$ cat src/rtl/ps2_pkg.sv
`default_nettype none
// ============================================================================
//  Module      : ps2_pkg
//  Description : Shared types, constants and helpers for the PS/2 device
//                endpoint (FSM state encoding, frame length, keyboard reply
//                codes, odd-parity helper).
//  Revision    : 1.0  initial release
// ============================================================================
package ps2_pkg;

  typedef enum logic [2:0] {
    ST_IDLE    = 3'd0,
    ST_TX_WAIT = 3'd1,
    ST_TX_HI   = 3'd2,
    ST_TX_LO   = 3'd3,
    ST_RX_HI   = 3'd4,
    ST_RX_LO   = 3'd5,
    ST_RX_ACK  = 3'd6,
    ST_RECOVER = 3'd7
  } ps2_state_e;

  // start + 8 data + parity + stop
  localparam int FRAME_BITS = 11;

  localparam logic [7:0] PS2_ACK       = 8'hFA;
  localparam logic [7:0] PS2_BAT_OK    = 8'hAA;
  localparam logic [7:0] PS2_RESEND    = 8'hFE;
  localparam logic [7:0] PS2_RESET_CMD = 8'hFF;

  // Cycles after releasing the clock line before the synchronized level can
  // reflect the release; inhibit sensing is masked for this long.
  localparam logic [15:0] SYNC_SKIP = 16'd2;

  function automatic logic odd_parity(input logic [7:0] b);
    return ~(^b);
  endfunction

endpackage
`default_nettype wire

$ cat src/rtl/ps2_line_sync.sv
`default_nettype none
// ============================================================================
//  Module      : ps2_line_sync
//  Description : Two-flop synchronizer for the PS/2 clock and data lines.
//                Flops reset to 1 (idle, released bus level).
//  Ports       : clk, rst_n     system clock / async active-low reset
//                ps2_clk_i      raw PS/2 clock line level
//                ps2_dat_i      raw PS/2 data line level
//                clk_s_o        synchronized clock line level
//                dat_s_o        synchronized data line level
//  Revision    : 1.0  initial release
// ============================================================================
module ps2_line_sync (
  input  logic clk,
  input  logic rst_n,
  input  logic ps2_clk_i,
  input  logic ps2_dat_i,
  output logic clk_s_o,
  output logic dat_s_o
);

  logic [1:0] clk_ff_q;
  logic [1:0] dat_ff_q;

  always_ff @(posedge clk or negedge rst_n) begin
    if (!rst_n) begin
      clk_ff_q <= 2'b11;
      dat_ff_q <= 2'b11;
    end else begin
      clk_ff_q <= {clk_ff_q[0], ps2_clk_i};
      dat_ff_q <= {dat_ff_q[0], ps2_dat_i};
    end
  end

  assign clk_s_o = clk_ff_q[1];
  assign dat_s_o = dat_ff_q[1];

endmodule
`default_nettype wire

$ cat src/rtl/ps2_device.sv
`default_nettype none
// ============================================================================
//  Module      : ps2_device
//  Description : PS/2 device-side (keyboard) endpoint. Generates the PS/2
//                clock, sends bytes to the host and receives host command
//                bytes, driving the ack bit.
//  Ports       : clk, rst_n           system clock / async active-low reset
//                tx_data/tx_valid     byte to send; accepted when tx_ready
//                tx_ready             holding register empty
//                tx_done / tx_abort   1-cycle pulses: frame sent / inhibited
//                rx_data              last good host byte
//                rx_valid / rx_err    1-cycle pulses: good byte / bad frame
//                busy                 FSM not idle
//                ps2_clk_i/ps2_dat_i  PS/2 line levels
//                ps2_clk_oe/_dat_oe   1 = pull the line low
//  Options     : PS2_DEVICE_AUTO_REPLY_EN -- answer host bytes internally
//                (0xFA ack, 0xAA after 0xFF, 0xFE on parity error).
//  Revision    : 1.0  initial release
// ============================================================================
module ps2_device #(
  parameter int CLK_FREQ = 10,
  parameter int HALF_US  = 40,
  parameter int IDLE_US  = 50
) (
  input  logic       clk,
  input  logic       rst_n,
  input  logic [7:0] tx_data,
  input  logic       tx_valid,
  output logic       tx_ready,
  output logic       tx_done,
  output logic       tx_abort,
  output logic [7:0] rx_data,
  output logic       rx_valid,
  output logic       rx_err,
  output logic       busy,
  input  logic       ps2_clk_i,
  input  logic       ps2_dat_i,
  output logic       ps2_clk_oe,
  output logic       ps2_dat_oe
);
  import ps2_pkg::*;

  localparam logic [15:0] HALF_CYC  = 16'(CLK_FREQ * HALF_US);
  localparam logic [15:0] HALF_LAST = 16'(CLK_FREQ * HALF_US - 1);
  localparam logic [15:0] ACK_LAST  = 16'(2 * CLK_FREQ * HALF_US - 1);
  localparam logic [15:0] IDLE_LAST = 16'(CLK_FREQ * IDLE_US - 1);
  // Trailing high half after the 11th clock; inhibit is ignored there.
  localparam logic [3:0]  TX_TAIL   = 4'(FRAME_BITS);
  localparam logic [3:0]  RX_STOP   = 4'(FRAME_BITS - 1);

  logic clk_s, dat_s;

  ps2_line_sync u_sync (
    .clk       (clk),
    .rst_n     (rst_n),
    .ps2_clk_i (ps2_clk_i),
    .ps2_dat_i (ps2_dat_i),
    .clk_s_o   (clk_s),
    .dat_s_o   (dat_s)
  );

  ps2_state_e  state_q, state_d;
  logic [15:0] timer_q, timer_d;
  logic [3:0]  bit_q, bit_d;
  logic [10:0] tx_sh_q, tx_sh_d;
  logic [9:0]  rx_sh_q, rx_sh_d;
  logic [7:0]  rx_data_q, rx_data_d;
  logic        clk_oe_q, clk_oe_d;
  logic        dat_oe_q, dat_oe_d;
  logic        tx_done_q, tx_abort_q, rx_valid_q, rx_err_q;
  logic [7:0]  hold_q;
  logic        hold_full_q;

  logic        frame_done, frame_abort;
  logic        rx_good, rx_bad_par, rx_bad_stop;
  logic        reply_pend;
  logic [7:0]  reply_byte;
  logic        from_reply;
  logic        pending;
  logic [7:0]  next_byte;
  logic        rts;

  // Host request-to-send: clock released, data held low.
  assign rts       = clk_s & ~dat_s;
  assign pending   = hold_full_q | reply_pend;
  assign next_byte = reply_pend ? reply_byte : hold_q;

  // --------------------------------------------------------------------------
  // Auto-reply queue (2 entries, priority over the holding register)
  // --------------------------------------------------------------------------
`ifdef PS2_DEVICE_AUTO_REPLY_EN
  logic [7:0] aq0_q, aq1_q;
  logic [1:0] aq_cnt_q;
  logic       tx_from_q_q;
  logic [7:0] push_v0, push_v1;
  logic       push_en, push_two;

  always_comb begin
    push_en  = rx_good | rx_bad_par;
    push_two = rx_good & (rx_sh_d[7:0] == PS2_RESET_CMD);
    push_v0  = rx_good ? PS2_ACK : PS2_RESEND;
    push_v1  = PS2_BAT_OK;
  end

  always_ff @(posedge clk or negedge rst_n) begin
    if (!rst_n) begin
      aq0_q       <= '0;
      aq1_q       <= '0;
      aq_cnt_q    <= '0;
      tx_from_q_q <= 1'b0;
    end else begin
      // Source of the frame is latched as it starts so retries after an
      // abort reuse the same byte.
      if (state_q == ST_TX_WAIT && state_d == ST_TX_HI)
        tx_from_q_q <= reply_pend;
      // Push (RX) and pop (TX end) come from disjoint states.
      if (push_en) begin
        if (aq_cnt_q == 2'd0) begin
          aq0_q <= push_v0;
          if (push_two) begin
            aq1_q    <= push_v1;
            aq_cnt_q <= 2'd2;
          end else begin
            aq_cnt_q <= 2'd1;
          end
        end else if (aq_cnt_q == 2'd1) begin
          aq1_q    <= push_v0;
          aq_cnt_q <= 2'd2;
        end
      end else if (frame_done && tx_from_q_q) begin
        aq0_q    <= aq1_q;
        aq_cnt_q <= aq_cnt_q - 2'd1;
      end
    end
  end

  assign reply_pend = (aq_cnt_q != 2'd0);
  assign reply_byte = aq0_q;
  assign from_reply = tx_from_q_q;
`else
  assign reply_pend = 1'b0;
  assign reply_byte = 8'h00;
  assign from_reply = 1'b0;
`endif

  // --------------------------------------------------------------------------
  // Holding register
  // --------------------------------------------------------------------------
  assign tx_ready = ~hold_full_q & ~reply_pend;

  always_ff @(posedge clk or negedge rst_n) begin
    if (!rst_n) begin
      hold_q      <= '0;
      hold_full_q <= 1'b0;
    end else if (frame_done && !from_reply) begin
      hold_full_q <= 1'b0;
    end else if (tx_valid && tx_ready) begin
      hold_q      <= tx_data;
      hold_full_q <= 1'b1;
    end
  end

  // --------------------------------------------------------------------------
  // FSM next-state logic
  // --------------------------------------------------------------------------
  always_comb begin
    state_d     = state_q;
    timer_d     = timer_q + 16'd1;
    bit_d       = bit_q;
    tx_sh_d     = tx_sh_q;
    rx_sh_d     = rx_sh_q;
    rx_data_d   = rx_data_q;
    frame_done  = 1'b0;
    frame_abort = 1'b0;
    rx_good     = 1'b0;
    rx_bad_par  = 1'b0;
    rx_bad_stop = 1'b0;

    case (state_q)
      ST_IDLE: begin
        timer_d = '0;
        bit_d   = '0;
        if (rts)          state_d = ST_RX_HI;
        else if (pending) state_d = ST_TX_WAIT;
      end

      ST_TX_WAIT: begin
        // A host RTS arriving while we wait for idle still wins; otherwise
        // the host would wait for clocks that never come.
        if (rts) begin
          state_d = ST_RX_HI;
          timer_d = '0;
          bit_d   = '0;
        end else if (!clk_s || !dat_s) begin
          timer_d = '0;
        end else if (timer_q == IDLE_LAST) begin
          state_d = ST_TX_HI;
          timer_d = '0;
          bit_d   = '0;
          tx_sh_d = {1'b1, odd_parity(next_byte), next_byte, 1'b0};
        end
      end

      ST_TX_HI: begin
        if (bit_q != TX_TAIL && timer_q >= SYNC_SKIP && !clk_s && !clk_oe_q) begin
          state_d     = ST_RECOVER;
          timer_d     = '0;
          frame_abort = 1'b1;
        end else if (timer_q == HALF_LAST) begin
          timer_d = '0;
          if (bit_q == TX_TAIL) begin
            state_d    = ST_IDLE;
            frame_done = 1'b1;
          end else begin
            state_d = ST_TX_LO;
          end
        end
      end

      ST_TX_LO: begin
        if (timer_q == HALF_LAST) begin
          timer_d = '0;
          bit_d   = bit_q + 4'd1;
          // Shift in ones so the trailing half leaves data released.
          tx_sh_d = {1'b1, tx_sh_q[10:1]};
          state_d = ST_TX_HI;
        end
      end

      ST_RX_HI: begin
        if (timer_q == HALF_LAST) begin
          timer_d = '0;
          // bit_q == 0 is the lead-in high half before the first clock.
          if (bit_q == 4'd0) begin
            state_d = ST_RX_LO;
          end else begin
            rx_sh_d = {dat_s, rx_sh_q[9:1]};
            if (bit_q == RX_STOP) begin
              if (dat_s) begin
                state_d = ST_RX_ACK;
                if (odd_parity(rx_sh_d[7:0]) == rx_sh_d[8]) begin
                  rx_good   = 1'b1;
                  rx_data_d = rx_sh_d[7:0];
                end else begin
                  rx_bad_par = 1'b1;
                end
              end else begin
                state_d     = ST_RECOVER;
                rx_bad_stop = 1'b1;
              end
            end else begin
              state_d = ST_RX_LO;
            end
          end
        end
      end

      ST_RX_LO: begin
        if (timer_q == HALF_LAST) begin
          timer_d = '0;
          bit_d   = bit_q + 4'd1;
          state_d = ST_RX_HI;
        end
      end

      ST_RX_ACK: begin
        if (timer_q == ACK_LAST) begin
          timer_d = '0;
          state_d = ST_RECOVER;
        end
      end

      ST_RECOVER: begin
        if (!clk_s) begin
          timer_d = '0;
        end else if (timer_q == IDLE_LAST) begin
          timer_d = '0;
          state_d = ST_IDLE;
        end
      end

      default: begin
        state_d = ST_IDLE;
        timer_d = '0;
      end
    endcase

    // Line drivers are registered from the next state so they change in
    // step with the state register.
    clk_oe_d = (state_d == ST_TX_LO) || (state_d == ST_RX_LO) ||
               ((state_d == ST_RX_ACK) && (timer_d < HALF_CYC));
    dat_oe_d = (((state_d == ST_TX_HI) || (state_d == ST_TX_LO)) && !tx_sh_d[0]) ||
               (state_d == ST_RX_ACK);
  end

  // --------------------------------------------------------------------------
  // FSM state register
  // --------------------------------------------------------------------------
  always_ff @(posedge clk or negedge rst_n) begin
    if (!rst_n) begin
      state_q    <= ST_IDLE;
      timer_q    <= '0;
      bit_q      <= '0;
      tx_sh_q    <= '1;
      rx_sh_q    <= '0;
      rx_data_q  <= '0;
      clk_oe_q   <= 1'b0;
      dat_oe_q   <= 1'b0;
      tx_done_q  <= 1'b0;
      tx_abort_q <= 1'b0;
      rx_valid_q <= 1'b0;
      rx_err_q   <= 1'b0;
    end else begin
      state_q    <= state_d;
      timer_q    <= timer_d;
      bit_q      <= bit_d;
      tx_sh_q    <= tx_sh_d;
      rx_sh_q    <= rx_sh_d;
      rx_data_q  <= rx_data_d;
      clk_oe_q   <= clk_oe_d;
      dat_oe_q   <= dat_oe_d;
      // Internally generated replies are invisible on the tx_* interface.
      tx_done_q  <= frame_done & ~from_reply;
      tx_abort_q <= frame_abort & ~from_reply;
      rx_valid_q <= rx_good;
      rx_err_q   <= rx_bad_par | rx_bad_stop;
    end
  end

  assign tx_done    = tx_done_q;
  assign tx_abort   = tx_abort_q;
  assign rx_data    = rx_data_q;
  assign rx_valid   = rx_valid_q;
  assign rx_err     = rx_err_q;
  assign busy       = (state_q != ST_IDLE);
  assign ps2_clk_oe = clk_oe_q;
  assign ps2_dat_oe = dat_oe_q;

endmodule
`default_nettype wire

$ cat config.mk
export PLATFORM = sky130hd
export DESIGN_NAME = ps2_device
export DESIGN_NICKNAME = d
export VERILOG_FILES = /design/src/rtl/ps2_pkg.sv /design/src/rtl/ps2_line_sync.sv /design/src/rtl/ps2_device.sv
export SDC_FILE = /design/constraint.sdc
export NUM_CORES = 1
export LEC_CHECK = 0
export CAP_MARGIN = 20
export CORE_ASPECT_RATIO = 0.7
export CORE_MARGIN = 3
export CORE_UTILIZATION = 57
export DETAILED_ROUTE_END_ITERATION = 8
export PLACE_DENSITY = 0.77
export RECOVER_POWER = 100
export SYNTH_ARGS = -nofsm -noshare
export SYNTH_HDL_FRONTEND = slang
export SYNTH_HIERARCHICAL = 1
export SYNTH_SLANG_ARGS = --single-unit
$ cat constraint.sdc
create_clock -name clk -period 6.97 [get_ports clk]
set_input_delay 1.0455 -clock clk [delete_from_list [all_inputs] [get_ports clk]]
set_output_delay 1.0455 -clock clk [all_outputs]
set_load 0.01 [all_outputs]
==> results of run 1 <==
-- cell type report --
cell class	count	area [sq um]
Clock buffer	11	141
Clock inverter	5	82.6
Fill cell	461	1830
Inverter	23	86.3
Multi-Input combinational cell	249	1730
Sequential cell	70	1770
Tap cell	75	93.8
Timing Repair Buffer	30	283
-- power groups by stage --
stage | logic (uW) | clock network, uW | registers, uW
6_report | 176 | 362 | 513
3_5_place_dp | 180 | 0 | 517
4_1_cts | 182 | 374 | 510
5_1_grt | 197 | 394 | 521
3_3_place_gp | 172 | 0 | 514
2_1_floorplan | 169 | 0 | 474
-- flip-flops by register name, indices dropped and copies added (netlist names) --
name	count
bit_q	4
hold_full_q	1
hold_q	8
ps2_clk_oe	1
ps2_dat_oe	1
rx_data	8
rx_err	1
rx_sh_q	9
rx_valid	1
state_q	3
timer_q	16
tx_abort	1
tx_done	1
tx_sh_q	11
u_sync/clk_ff_q	2
u_sync/dat_ff_q	2
-- routing by layer --
layer	GRT usage [%]	up-vias
met5	0	-
met1	33.2	1344
met4	7.28	0
met2	32.2	88
met3	6.26	11
li1	-	1311
-- layout by cell type, fill, tap and decap left out, types with 3 or more instances in the layout --
| cell type | n |
|---|---|
| sky130_fd_sc_hd__dfstp_2 | 15 |
| sky130_fd_sc_hd__xnor2_1 | 22 |
| sky130_fd_sc_hd__clkbuf_8 | 10 |
| sky130_fd_sc_hd__o31ai_1 | 4 |
| sky130_fd_sc_hd__clkdlybuf4s50_1 | 9 |
| sky130_fd_sc_hd__a21oi_1 | 6 |
| sky130_fd_sc_hd__inv_1 | 23 |
| sky130_fd_sc_hd__nand4_1 | 6 |
| sky130_fd_sc_hd__or3_1 | 3 |
| sky130_fd_sc_hd__ha_1 | 5 |
| sky130_fd_sc_hd__nor4_1 | 7 |
| sky130_fd_sc_hd__nor3_1 | 8 |
| sky130_fd_sc_hd__a22oi_1 | 9 |
| sky130_fd_sc_hd__nor2b_1 | 3 |
| sky130_fd_sc_hd__nand3_1 | 11 |
| sky130_fd_sc_hd__clkbuf_1 | 3 |
| sky130_fd_sc_hd__dfrtp_1 | 55 |
| sky130_fd_sc_hd__xor2_1 | 10 |
| sky130_fd_sc_hd__mux2_2 | 23 |
| sky130_fd_sc_hd__nor4bb_1 | 4 |
| sky130_fd_sc_hd__a211oi_1 | 6 |
| sky130_fd_sc_hd__o21ai_0 | 14 |
| sky130_fd_sc_hd__nor2_1 | 38 |
| sky130_fd_sc_hd__nand2_1 | 22 |
| sky130_fd_sc_hd__dlygate4sd3_1 | 18 |
| sky130_fd_sc_hd__and4_1 | 3 |
| sky130_fd_sc_hd__a21o_1 | 3 |
| sky130_fd_sc_hd__and3_1 | 4 |
| sky130_fd_sc_hd__nand2b_1 | 4 |
-- cell usage after synthesis, drive strengths merged, types with 4 or more instances --
| master | n |
|---|---|
| dfrtp | 55 |
| nor2 | 38 |
| mux2 | 25 |
| inv | 23 |
| nand2 | 22 |
| xnor2 | 22 |
| dfstp | 15 |
| o21ai | 14 |
| nand3 | 11 |
| xor2 | 10 |
| a22oi | 9 |
| buf | 9 |
| clkbuf | 8 |
| nor3 | 8 |
| nor4 | 7 |
| a211oi | 6 |
| a21oi | 6 |
| nand4 | 6 |
| ha | 5 |
| and3 | 4 |
| nand2b | 4 |
| nor4bb | 4 |
| o31ai | 4 |
-- cell families (layout without fill, tap and decap cells) --
family | after synthesis | count (layout) | synth area share [%]
AO/OA/AOI/OAI | 58 | 58 | 11.5
XOR/XNOR | 32 | 32 | 7.53
adder cells (fa/ha/maj) | 6 | 6 | 1.98
buffers and inverters | 40 | 69 | 4.44
flip-flops | 70 | 70 | 47.6
multiplexers | 27 | 27 | 8.10
AND/OR/NAND/NOR | 126 | 126 | 18.9
-- final timing paths --
kind,startpoint,to,depth (start not counted)
worst max-delay path,rst_n,timer_q[3]$_DFF_PN0_,2
worst min register to register,u_sync/clk_ff_q[0]$_DFF_PN1_,u_sync/clk_ff_q[1]$_DFF_PN1_,0
worst min-delay path,u_sync/clk_ff_q[0]$_DFF_PN1_,u_sync/clk_ff_q[1]$_DFF_PN1_,0
min in group asynchronous,rst_n,rx_data[4]$_DFFE_PN0P_,2
worst max register to register,timer_q[14]$_DFF_PN0_,rx_data[1]$_DFFE_PN0P_,5
max in group clk,timer_q[14]$_DFF_PN0_,rx_data[1]$_DFFE_PN0P_,5
-- per-stage QoR --
stage / instance area, sq um / std cells / total power (uW)
final: 4190 / 463 / 1050
after detailed placement: 4020 / 446 / 697
after floorplan: 3720 / 359 / 643
after CTS: 4240 / 462 / 1070
after global placement: 4020 / 446 / 687
after global routing: 4190 / 463 / 1110
==> flow_summary.yaml, run 1 <==
outcome:
  run_status: "complete, but fails checks"
  failed_checks: "max-capacitance violations, max-slew violations"
synth:
  synth_area_leaders: "sky130_fd_sc_hd__dfrtp_1, sky130_fd_sc_hd__dfstp_2, sky130_fd_sc_hd__mux2_2"
  synth.net_count: 377
  postSynthCellCount: 359
  netlist_area_sq_um: 3720
  ys.flop_type: "sky130_fd_sc_hd__dfrtp_1"
  synthArstFlopShare_pct: 100
  synth_top_area_share_pct: 37.0
  netlist.top_cell.by_area: "sky130_fd_sc_hd__dfrtp_1"
  syn-mean-instance-area_sq_um: 10.4
  synth_seq_cells: 70
  synth_cell_types: 58
  synth_enable_flop_cells: 0
  ys.warnings.count: 6
  seq_area_frac_synth_pct: 47.6
setup_path:
  worst_path_max_delay_cell: "sky130_fd_sc_hd__clkbuf_1"
  worst_setup_ep_type: "asynchronous set/reset pin"
  critical_path_required_ns: 6.61
  crit_path_cell_trace: "buf_2, clkbuf_1"
  critPathArrivalTime_ns: 3.67
  rrSetupSlack_ns: 3.35
  cp_max_fo: 70
  cp_slowest_stage_delay_ns: 2.49
  critical_path_buf_inv_count: 2
  critical_path_class: "in -> async"
  cp_delay_by_family_top: "buffers and inverters"
  critPathLaunchType: "primary input"
run:
  drv_cap: 1
pwr:
  swShare_pct: 29.9
  powerDensity_nw_per_um2: 251
  p_int_uw: 737
  pwr-share-comb_pct: 16.7
  clockPowerShare_pct: 34.5
  worst_ir_drop_vdd_mv: 0.112
  pwr-share-seq_pct: 48.8
  total_switching_power_uw: 314
  p_leak_uw: 0.00179
finish:
  final_net_count: 401
  area_growth_syn_to_layout_pct: 12.5
  finalCoreUtilization_pct: 69.6
  antenna_cells_inserted: 0
  drive_gt1_share_pct: 14.9
die:
  die_w_microns: 103
  core_sq_um: 6010
  placement_rows: 23
  floorplan.initialDensity_pct: 61.9
  dieArea_sq_um: 7550
  chipHeight_microns: 73.6
  design.portCount: 29
detailed_routing:
  wirelength_met1_mm: 3.68
  num_vias: 2754
  via_per_inst: 5.95
  wl_met2_mm: 3.45
  detailroute.wirelength.met3_microns: 455
  drc_errors: 0
  routedWlPerCell_microns: 16.6
  routed_wl_mm: 7.68
  post_route_antenna_net_violation_count: 0
  dr.max_layer_used: "met4"
  dr_iter_0_viols: 257
  first_pass_drt_iterations: 5
clock_tree:
  post_cts_buffers: 0
  cts_buffers: 9
  cts.repair.resized: 0
  clock_latency_ns: 0.35
  clock_tree_from_tritoncts: "done"
  tritoncts_num_sinks: 70
  number_of_hold_repair_buffers_added_at_the_cts_stage: 0
  clk_transition_reported_paths_ns: 0.07
  max-clock-path-buffers: 2
  ctsHtreeMaxLevel: 3
  cts.root.buffer_cell: "sky130_fd_sc_hd__clkbuf_8"
place:
  numPortBuffers: 28
  preCtsSetupSlack_ns: 3.98
  gpl_congestion: 0.897
  place_hpwl_mm: 5.46
global_route:
  gr-usage-all-layers_pct: 22.5
  globalRouteOverflowTotal: 0
  grt_pass1_vias: 2628
  grt_max_degree: 71
  grt_first_pass_wirelength_mm: 12.9
  antenna_found_initial: 0
timing:
  timing.max_slew.rel_slack_pct: -138
  timing.final.hold_violations: 0
  unrepaired_setup_endpoints_after_global_routing: "false"
  timing.final.max_slew_violations: 71
  fin_skew_ns: 0.00960
  period_needed_ns: 4.03
  layout_setup_ws_ns: 2.94
  max_clock_freq_mhz: 248
  timing.setup.tns_ns: 0
  min_period_over_period_pct: 57.8
  final.hold.worst_slack_ns: 0.360
  setup_viol_count_final: 0
  max_slew.worst_pin.slew_ns: 3.57
worst_hold_path:
  holdCritPathClass: "reg -> reg"
Note: power is estimated with default switching activity, not from simulation.
==> run 2, diff against run 1 <==
--- a/config.mk
+++ b/config.mk
@@ -8,9 +8,9 @@
 export CAP_MARGIN = 20
 export CORE_ASPECT_RATIO = 0.7
 export CORE_MARGIN = 3
-export CORE_UTILIZATION = 57
+export CORE_UTILIZATION = 53
 export DETAILED_ROUTE_END_ITERATION = 8
-export PLACE_DENSITY = 0.77
+export PLACE_DENSITY = 0.75
 export RECOVER_POWER = 100
 export SYNTH_ARGS = -nofsm -noshare
 export SYNTH_HDL_FRONTEND = slang
==> constraint.sdc (replaced) <==
create_clock -name clk -period 3.7 [get_ports clk]
set_input_delay 0.555 -clock clk [delete_from_list [all_inputs] [get_ports clk]]
set_output_delay 0.555 -clock clk [all_outputs]
set_load 0.01 [all_outputs]
==> flow_summary.yaml, run 2 (synthesis results as in run 1) <==
outcome:
  run_status: "complete, but fails checks"
  failed_checks: "max-capacitance violations, max-slew violations"
pwr:
  pwr-share-seq_pct: 50.6
  total_switching_power_uw: 592
  worst_ir_drop_vdd_mv: 0.265
  p_int_uw: 1320
  clockPowerShare_pct: 32.7
  pwr-share-comb_pct: 16.7
  p_leak_uw: 0.00178
  powerDensity_nw_per_um2: 457
  swShare_pct: 31.0
detailed_routing:
  routedWlPerCell_microns: 16.2
  routed_wl_mm: 7.74
  first_pass_drt_iterations: 7
  via_per_inst: 5.71
  num_vias: 2733
  dr_iter_0_viols: 203
  drc_errors: 0
  post_route_antenna_net_violation_count: 0
setup_path:
  critical_path_class: "reg -> reg"
  cp_max_fo: 6
  critical_path_required_ns: 3.91
  worst_setup_ep_type: "register"
  critPathArrivalTime_ns: 3.36
  critPathLaunchType: "register"
global_route:
  grt_pass1_vias: 2566
  gr-usage-all-layers_pct: 20.5
  globalRouteOverflowTotal: 0
  grt_max_degree: 71
  antenna_found_initial: 0
  grt_first_pass_wirelength_mm: 13.2
clock_tree:
  clk_transition_reported_paths_ns: 0.08
  cts_buffers: 9
  number_of_hold_repair_buffers_added_at_the_cts_stage: 0
  tritoncts_num_sinks: 70
  ctsHtreeMaxLevel: 3
  clock_tree_from_tritoncts: "done"
  clock_latency_ns: 0.34
  max-clock-path-buffers: 2
  cts.repair.resized: 0
  post_cts_buffers: 0
  cts.root.buffer_cell: "sky130_fd_sc_hd__clkbuf_8"
timing:
  fin_skew_ns: 0.00821
  timing.final.max_slew_violations: 71
  final.hold.worst_slack_ns: 0.360
  min_period_over_period_pct: 85.2
  max_clock_freq_mhz: 317
  timing.final.hold_violations: 0
  max_slew.worst_pin.slew_ns: 1.69
  unrepaired_setup_endpoints_after_global_routing: "false"
  timing.setup.tns_ns: 0
  period_needed_ns: 3.15
  setup_viol_count_final: 0
  timing.max_slew.rel_slack_pct: -12.7
finish:
  final.fill_count: 548
  final_std_cell_area_no_fill_sq_um: 4190
  leading_cell_type_in_the_layout_fill_and_taps_excluded: "sky130_fd_sc_hd__dfrtp_1"
  largest_register: "timer_q"
  final_net_count: 401
  area_growth_syn_to_layout_pct: 12.5
  antenna_cells_inserted: 0
  drive_gt1_share_pct: 15.7
  largest_register_ffs: 16
  final_cell_mix: "sky130_fd_sc_hd__dfrtp_1, sky130_fd_sc_hd__nor2_1, sky130_fd_sc_hd__mux2_2"
  reg_top3: "timer_q: 16 flops, tx_sh_q: 11 flops, rx_sh_q: 9 flops"
  stdcell_count: 479
die:
  dieArea_sq_um: 8080
  design.portCount: 29
  die_w_microns: 106
  chipHeight_microns: 76.1
  core_sq_um: 6520
  placement_rows: 24
  floorplan.initialDensity_pct: 57.1
run:
  drv_cap: 1
place:
  placed_area_sq_um: 4060
  numPlacedInstances: 463
  gpl_congestion: 0.882
  numPortBuffers: 28
  place_hpwl_mm: 5.55
worst_hold_path:
  holdCritPathClass: "reg -> reg"
[run 2: changes by cell type in the layout (fill, tap and decap cells not counted)]
| cell | before | now |
|---|---|---|
| sky130_fd_sc_hd__nor4_4 | 0 | 1 |
| sky130_fd_sc_hd__a2111oi_4 | 1 | 0 |
| sky130_fd_sc_hd__a211oi_1 | 6 | 5 |
| sky130_fd_sc_hd__clkinv_4 | 2 | 1 |
| sky130_fd_sc_hd__a2111oi_1 | 0 | 1 |
| sky130_fd_sc_hd__mux2_1 | 2 | 1 |
| sky130_fd_sc_hd__clkinv_2 | 1 | 2 |
| sky130_fd_sc_hd__nor4_1 | 7 | 6 |
| sky130_fd_sc_hd__clkbuf_2 | 0 | 1 |
| sky130_fd_sc_hd__mux2_2 | 23 | 24 |
| sky130_fd_sc_hd__bufinv_16 | 2 | 1 |
| sky130_fd_sc_hd__clkbuf_1 | 3 | 2 |
| sky130_fd_sc_hd__a211oi_2 | 0 | 1 |
| sky130_fd_sc_hd__inv_6 | 0 | 1 |
[run 2: power by group through the flow]
stage	Clock (uW)	Sequential (uW)	Combinational (uW)
final	625	967	320
after global routing	675	985	362
after CTS	636	963	333
after detailed placement	0	977	332
after global placement	0	973	327
after floorplan	0	893	318
[run 2: worst paths after layout]
kind	slack [ns]	to	startpoint	depth (start not counted)
setup / recovery	0.55	ps2_clk_oe$_DFF_PN0_	timer_q[14]$_DFF_PN0_	7
hold reg to reg	0.36	u_sync/clk_ff_q[1]$_DFF_PN1_	u_sync/clk_ff_q[0]$_DFF_PN1_	0
max in group asynchronous	1.95	rx_data[1]$_DFFE_PN0P_	rst_n	2
hold / removal	0.36	u_sync/clk_ff_q[1]$_DFF_PN1_	u_sync/clk_ff_q[0]$_DFF_PN1_	0
min in group asynchronous	0.71	rx_data[3]$_DFFE_PN0P_	rst_n	2
setup reg to reg	0.55	ps2_clk_oe$_DFF_PN0_	timer_q[14]$_DFF_PN0_	7
[run 2: final cells by class]
class,instances,area [sq um],area share [%]
clock buffer,11,141,3.38
clock inverter,5,57.6,1.37
inverter,23,86.3,2.06
multi-input combinational,249,1730,41.4
sequential,70,1770,42.3
tap,91,114,2.72
timing repair buffer,30,284,6.78
[run 2: layer usage]
layer / vias up / GRT usage, % / wire, microns
met3: 8 / 5.00 / 448
met2: 89 / 27.7 / 3330
met4: 0 / 5.95 / 82
met5: - / 0 / 0
li1: 1317 / - / -
met1: 1319 / 32.1 / 3870
[run 2: worst max-delay path: stages (launching register included)]
cell                        delay, ns
sky130_fd_sc_hd__dfrtp_1         0.47
sky130_fd_sc_hd__nor4_4          0.45
sky130_fd_sc_hd__nand4_1         0.36
sky130_fd_sc_hd__or3_1           0.47
sky130_fd_sc_hd__a2111oi_1       0.94
sky130_fd_sc_hd__inv_1           0.13
sky130_fd_sc_hd__nand3_1         0.13
sky130_fd_sc_hd__o31ai_1         0.07
[run 2: per-stage QoR]
stage,utilization [%],setup slack (ns),power [uW]
after floorplan,-,1.33,1210
after global placement,62.3,0.845,1300
after detailed placement,62.3,0.725,1310
after CTS,65.4,0.706,1930
after global routing,64.3,0.237,2020
final,64.3,0.547,1910
